File: src/rtl/calc_disp_ctrl.sv
// Calculator display sequencer: debounces the next/clear buttons, walks through
// A entry, B entry and result display, and drives the signed display block.
module calc_disp_ctrl #(
  parameter int DEBOUNCE_CYCLES = 500000
) (
  input  logic       clk,
  input  logic       rst_n,
  input  logic [7:0] sw,
  input  logic       op_sub,
  input  logic       key_next_n,
  input  logic       key_clr_n,
  output logic [7:0] disp_x,
  output logic       disp_en,
  output logic       ovf,
  output logic [1:0] state_o
);

  localparam int CW = $clog2(DEBOUNCE_CYCLES);

  typedef enum logic [1:0] {
    IDLE    = 2'd0,
    ENTER_A = 2'd1,
    ENTER_B = 2'd2,
    RESULT  = 2'd3
  } state_t;

  logic [1:0] key_raw;
  logic [1:0] key_ev;
  logic       ev_next;
  logic       ev_clr;

  assign key_raw = {key_clr_n, key_next_n};
  assign ev_next = key_ev[0];
  assign ev_clr  = key_ev[1];

  // Bit 0 is the next key, bit 1 the clear key; both use identical conditioning.
  generate
    for (genvar gi = 0; gi < 2; gi++) begin : g_key
      logic          s1_reg;
      logic          s2_reg;
      logic          deb_reg;
      logic          deb_d_reg;
      logic          ev_reg;
      logic [CW-1:0] cnt_reg;

      always_ff @(posedge clk) begin
        if (!rst_n) begin
          s1_reg    <= 1'b1;
          s2_reg    <= 1'b1;
          deb_reg   <= 1'b1;
          deb_d_reg <= 1'b1;
          ev_reg    <= 1'b0;
          cnt_reg   <= '0;
        end else begin
          s1_reg    <= key_raw[gi];
          s2_reg    <= s1_reg;
          deb_d_reg <= deb_reg;
          ev_reg    <= deb_d_reg & ~deb_reg;
          if (s2_reg == deb_reg) begin
            cnt_reg <= '0;
          end else if (cnt_reg == CW'(DEBOUNCE_CYCLES - 1)) begin
            deb_reg <= s2_reg;
            cnt_reg <= '0;
          end else begin
            cnt_reg <= cnt_reg + CW'(1);
          end
        end
      end

      assign key_ev[gi] = ev_reg;
    end
  endgenerate

  state_t     state_reg, state_next;
  logic [7:0] a_reg, a_next;
  logic [7:0] r_reg, r_next;
  logic       ovf_reg, ovf_next;
  logic [7:0] sum, diff;

  assign sum  = a_reg + sw;
  assign diff = a_reg - sw;

  always_comb begin
    state_next = state_reg;
    a_next     = a_reg;
    r_next     = r_reg;
    ovf_next   = ovf_reg;
    // Clear has priority over a simultaneous next event.
    if (ev_clr) begin
      state_next = IDLE;
      a_next     = '0;
      r_next     = '0;
      ovf_next   = 1'b0;
    end else if (ev_next) begin
      case (state_reg)
        IDLE:    state_next = ENTER_A;
        ENTER_A: begin
          state_next = ENTER_B;
          a_next     = sw;
        end
        ENTER_B: begin
          state_next = RESULT;
          if (op_sub) begin
            r_next   = diff;
            ovf_next = (a_reg[7] != sw[7]) && (diff[7] != a_reg[7]);
          end else begin
            r_next   = sum;
            ovf_next = (a_reg[7] == sw[7]) && (sum[7] != a_reg[7]);
          end
        end
        RESULT: begin
          state_next = IDLE;
          a_next     = '0;
          r_next     = '0;
          ovf_next   = 1'b0;
        end
      endcase
    end
  end

  always_ff @(posedge clk) begin
    if (!rst_n) begin
      state_reg <= IDLE;
      a_reg     <= '0;
      r_reg     <= '0;
      ovf_reg   <= 1'b0;
    end else begin
      state_reg <= state_next;
      a_reg     <= a_next;
      r_reg     <= r_next;
      ovf_reg   <= ovf_next;
    end
  end

  // Display outputs lag the state register by one edge.
  always_ff @(posedge clk) begin
    if (!rst_n) begin
      disp_x  <= '0;
      disp_en <= 1'b0;
      ovf     <= 1'b0;
    end else begin
      case (state_reg)
        IDLE: begin
          disp_x  <= '0;
          disp_en <= 1'b0;
          ovf     <= 1'b0;
        end
        ENTER_A, ENTER_B: begin
          disp_x  <= sw;
          disp_en <= 1'b1;
          ovf     <= 1'b0;
        end
        RESULT: begin
          disp_x  <= r_reg;
          disp_en <= 1'b1;
          ovf     <= ovf_reg;
        end
      endcase
    end
  end

  assign state_o = state_reg;

endmodule
File: config.mk
export PLATFORM = sky130hd
export DESIGN_NAME = calc_disp_ctrl
export DESIGN_NICKNAME = d
export VERILOG_FILES = /design/src/rtl/calc_disp_ctrl.sv
export SDC_FILE = /design/constraint.sdc
export NUM_CORES = 1
export LEC_CHECK = 0
export ABC_CLOCK_PERIOD_IN_PS = 2400
export CAP_MARGIN = 20
export CORE_AREA = 4 4 118 120
export CTS_CLUSTER_SIZE = 8
export DETAILED_ROUTE_END_ITERATION = 6
export DIE_AREA = 0 0 122 124
export GPL_TIMING_DRIVEN = 0
export MAX_ROUTING_LAYER = met4
export PLACE_DENSITY = 0.48
export SLEW_MARGIN = 10
export SYNTH_ARGS = -nofsm -noshare
export SYNTH_HDL_FRONTEND = slang
export SYNTH_SLANG_ARGS = --single-unit
export TNS_END_PERCENT = 50
File: constraint.sdc
create_clock -name clk -period 2.4 [get_ports clk]
set_clock_uncertainty 0.2 [all_clocks]
set_input_delay 0.72 -clock clk [delete_from_list [all_inputs] [get_ports clk]]
set_output_delay 0.72 -clock clk [all_outputs]
set_load 0.005 [all_outputs]
; Yosys cells after proc, flatten, opt, wreduce, memory -nomap -nowiden
; Index checks and enable logic that the tools add are counted.
[totals]
register_bits = 77
latch_bits = 0
mem_bits_rw = 0
romBits = 0
in_bits = 13
out_inout_bits = 12
elab_cells = 65
n_memories = 0
[classes]
addsub = 4
multipliers = 0
div = 0
magnitude_cmp = 0
eq_ne = 11
n_shift = 0
muxes = 9
bitwise_logic = 7
reduce_logical = 15
[op_table]
columns = op, count
row1 = $add A19 B1 Y19 const B, 2
row2 = $eq A19 B19 Y1 const B, 2
row3 = $pmux W8 S2, 2
row4 = $pmux W8 S3, 1
row5 = $reduce_or A3 Y1, 4
row6 = $add A8 B8 Y8, 1
row7 = $mux W8, 1
row8 = $pmux W2 S4, 1
row9 = $reduce_and A2 Y1, 4
row10 = $sub A8 B8 Y8, 1
row11 = $pmux W1 S2, 3
row12 = $not A1 Y1, 5
row13 = $eq A2 B2 Y1 const B, 2
row14 = $reduce_bool A2 Y1, 2
row15 = $reduce_or A2 Y1, 2
row16 = $eq A1 B1 Y1, 3
row17 = $ne A1 B1 Y1, 3
row18 = $and A1 B1 Y1, 2
row19 = $eq A2 B1 Y1 const B, 1
row20 = $logic_and A1 B1 Y1, 2
row21 = $logic_not A2 Y1, 1
row22 = $mux W1, 1

; Longest topological paths before layout
[depth]
ltp_word = 5
mapped_depth = 9
mapped_depth_nobuf = 9

; Least setup slack after synthesis
; Ideal clock, no wire load.
[synth_path]
path_type = input-to-reg
from = in sw[3]
to = reg r_reg[7]
setup_ns = 0.117
arrival_time_ns = 2.251
setup_slack_ns = -0.168
stages = 8
path_buffers = 0
path_cell_list = inv_1 -> ha_1 -> a21oi_2 -> nor2b_1 -> o41ai_2 -> a21boi_1 -> or3_1 -> a32o_1
[synth_via]
elab_chain_cells = 3
word_cells_on_any_way = 4
classes_between = add/sub: 2 / mux: 2
[synth_lines]
columns = element, line
row1 = "start, declared", 8  ; input logic [7:0] sw,
row2 = $add A8 B8 Y8 or $sub A8 B8 Y8 (tied branches), "80, 81"
row3 = $mux W8 *, 103  ; if (op_sub) begin
row4 = $pmux W8 S2 *, 95  ; case (state_reg)
row5 = "end signal, assigned", 130  ; r_reg <= r_next;
row6 = "end, declared", 76  ; logic [7:0] r_reg, r_next;
; Every way passes the cells marked *; elsewhere a longest branch is shown, timed or not.
; A chain may end at the register's enable or synchronous reset.

; Worst setup path in the final report
[layout_path]
from = in sw[4]
to = reg r_reg[7]
; The elaborated chain is that of the path after synthesis.

==> metrics.txt <==
first-pass GRT wire length=12800 um; area added between synthesis and finish=25.6%; startpoint of the worst register-to-register path=a_reg[1]$_SDFFE_PP0P_; vias in the first global route=2813; DP Worst Slack=-944 ps; vias=2840; Cell Area, Placed=4150 um2; Core ar.=13000 um2; Max VDD drop=0.000234 V; status=completed; Post-Syn Instances=420; Area contributors post-synth=dfxtp_1, nor2_1, ha_1; synth warn=0; largest net degree at the start of global routing=13; CTS tree=built; max cap viols=0; WP data required=2430 ps; count of final setup violators=0; Max Transition Viols Final=0; final WL=7710 um; Boundary Pins=25; Worst Path Class, Setup=in -> reg; Hold Crit Depth=1; Syn Area/Cell=8.72 um2; CTS buffer count=9; slew margin rel.=64.4%; main flop type after synthesis=dfxtp_1; antenna violations before repair=0; drt drc=0; Final ANT Viol Nets=0; Die ar.=15100 um2; hold_buf cts=0; final global-route overflow total=0; path depth of the worst reg2reg path=7; Post-DP HPWL=5580 um; CTS sink count=77; Core Util, Final=35.4%; hold_sp=g_key[1].s1_reg$_SDFF_PN1_; post-synth top area cell=dfxtp_1; RePlAce Congestion=0.778; syn nets=456; Worst setup startpoint=sw[4]; Netlist Area Pre-Place=3660 um2; final hold viol count=0; final worst slack=60.3 ps; post-synthesis cell type count=47; commonest non-fill, non-tap cell in the layout=nor2_1; Worst-Margin Slew=534 ps; worst reg2reg setup slack=100 ps; power density cells=611 nW/um2; vias per inst=4.45; flops & latches, synth=77; critical path capture point type=flop; clk root buf=clkbuf_16; area share of the largest cell type after synthesis=42.1%; period utilization=97.5%; Top delay family on crit path=compound AO/OA/AOI/OAI gates; wire length per cell=12.1 um; initial DRC count=116; # nets final=493; EDFF count, synth=0; Worst-Skew Late Latency=330 ps; clock-pin slew on the worst setup and hold paths=60 ps; Die W=122 um; r2r endpoint=r_reg[7]$_SDFFE_PP0P_; sequential share of the synthesized area=42.1%; fin crit period=2340 ps; Data arrival, critical path=2370 ps; design area=4600 um2; drt pass-1 iters=4; site row count=42; n_diodes=0; P_leak=1.60 nW; Achievable Freq=0.427 GHz; CP cell instances=buf_4 -> inv_4 -> ha_4 -> nand3_2 -> a21oi_2 -> o41ai_4 -> a21boi_1 -> or3_1 -> a32o_1; Critical Path Fanout Max=7; asr flop ratio synth=0%; slowest CP cell=o41ai_4; Critical path buffers and inverters=2; startpoint types=input port; H-Tree Depth=3; maximum root-to-sink buffer count=2; max FFs per register=38; port bufs=23; CP max stage delay=380 ps; hold endpoint=g_key[1].s2_reg$_SDFF_PN1_; unrepaired setup endpoints after global routing=true; Initial Util=28.2%; die extent in y=124 um; GRT Total Usage=11.1%; share of layout cells above drive strength 1=13.0%; most frequent cells in the layout=nor2_1, dfxtp_1, xor2_1, nand2_1, inv_1; Hold Path Class=reg -> reg
## power by group
group | switching (mW) | internal, mW | leakage (nW)
sequential | 0.00208 | 1.28 | 0.621
combinational | 0.0666 | 0.0534 | 0.830
clock | 0.517 | 0.889 | 0.152
## per-stage QoR
step | power, mW | TNS, ps | cells | hold slack [ps]
5_1_grt | 2.92 | -44.8 | 638 | 222
6_report | 2.81 | 0 | 638 | 202
4_1_cts | 2.84 | -195 | 637 | 203
2_1_floorplan | 1.38 | -66.7 | 420 | 186
3_3_place_gp | 1.42 | -6090 | 619 | 196
3_5_place_dp | 1.42 | -5630 | 619 | 192
## cell families (layout without fill, tap and decap cells)
family / after synthesis / count (layout) / synth area share, %
simple gates: 187 / 187 / 25.2
flops: 77 / 77 / 42.1
compound gates: 53 / 53 / 9.70
xor+xnor: 40 / 40 / 9.57
buf+inv: 35 / 77 / 3.83
fa+ha+maj: 23 / 23 / 8.27
mux: 5 / 5 / 1.37
## Yosys cell counts (3+ instances only)
master    count
a211oi_1      3
a21oi_1      18
a22o_1        5
a22oi_1       8
and3_1        5
clkbuf_1     10
dfxtp_1      77
ha_1         21
inv_1        23
mux2i_1       5
nand2_1      21
nand2b_1     11
nand3_1      17
nand3_2       3
nand4_1       8
nor2_1       86
nor2b_1       7
nor3_1       12
o21ai_0       5
o21ai_1       3
or3_1         3
xnor2_1      17
xor2_1       23
## per-layer routing
| layer | global-route usage [%] | share of wire (%) | up-vias |
|---|---|---|---|
| met1 | 12.0 | 46 | 1321 |
| met3 | 3.68 | 2.1 | 8 |
| li1 | - | - | 1486 |
| met4 | 4.55 | 1.5 | 0 |
| met2 | 18.9 | 51 | 25 |
| met5 | - | 0 | - |
## cell type report
cell class / count / area [um2]
fill: 1364 / 8380
clock buffer: 13 / 270
timing repair buffer: 26 / 244
clock inverter: 3 / 42.5
tap: 176 / 220
buffer: 12 / 56.3
sequential: 77 / 1540
multi-input combinational: 308 / 2130
inverter: 23 / 96.3
## worst max path at each step
stage | endpoint | cells past startpoint
floorplan | r_reg[7]$_SDFFE_PP0P_ | 8
global placement | r_reg[7]$_SDFFE_PP0P_ | 9
detailed placement | r_reg[7]$_SDFFE_PP0P_ | 9
CTS | r_reg[7]$_SDFFE_PP0P_ | 9
global route | r_reg[7]$_SDFFE_PP0P_ | 7
finish | r_reg[7]$_SDFFE_PP0P_ | 9
## timing repair
action	CTS	global route
resized for setup	15	44
setup endpoints to repair	14	14
pin swaps	4	11
buffers inserted	2	1
Note: power is estimated with default switching activity, not from simulation.
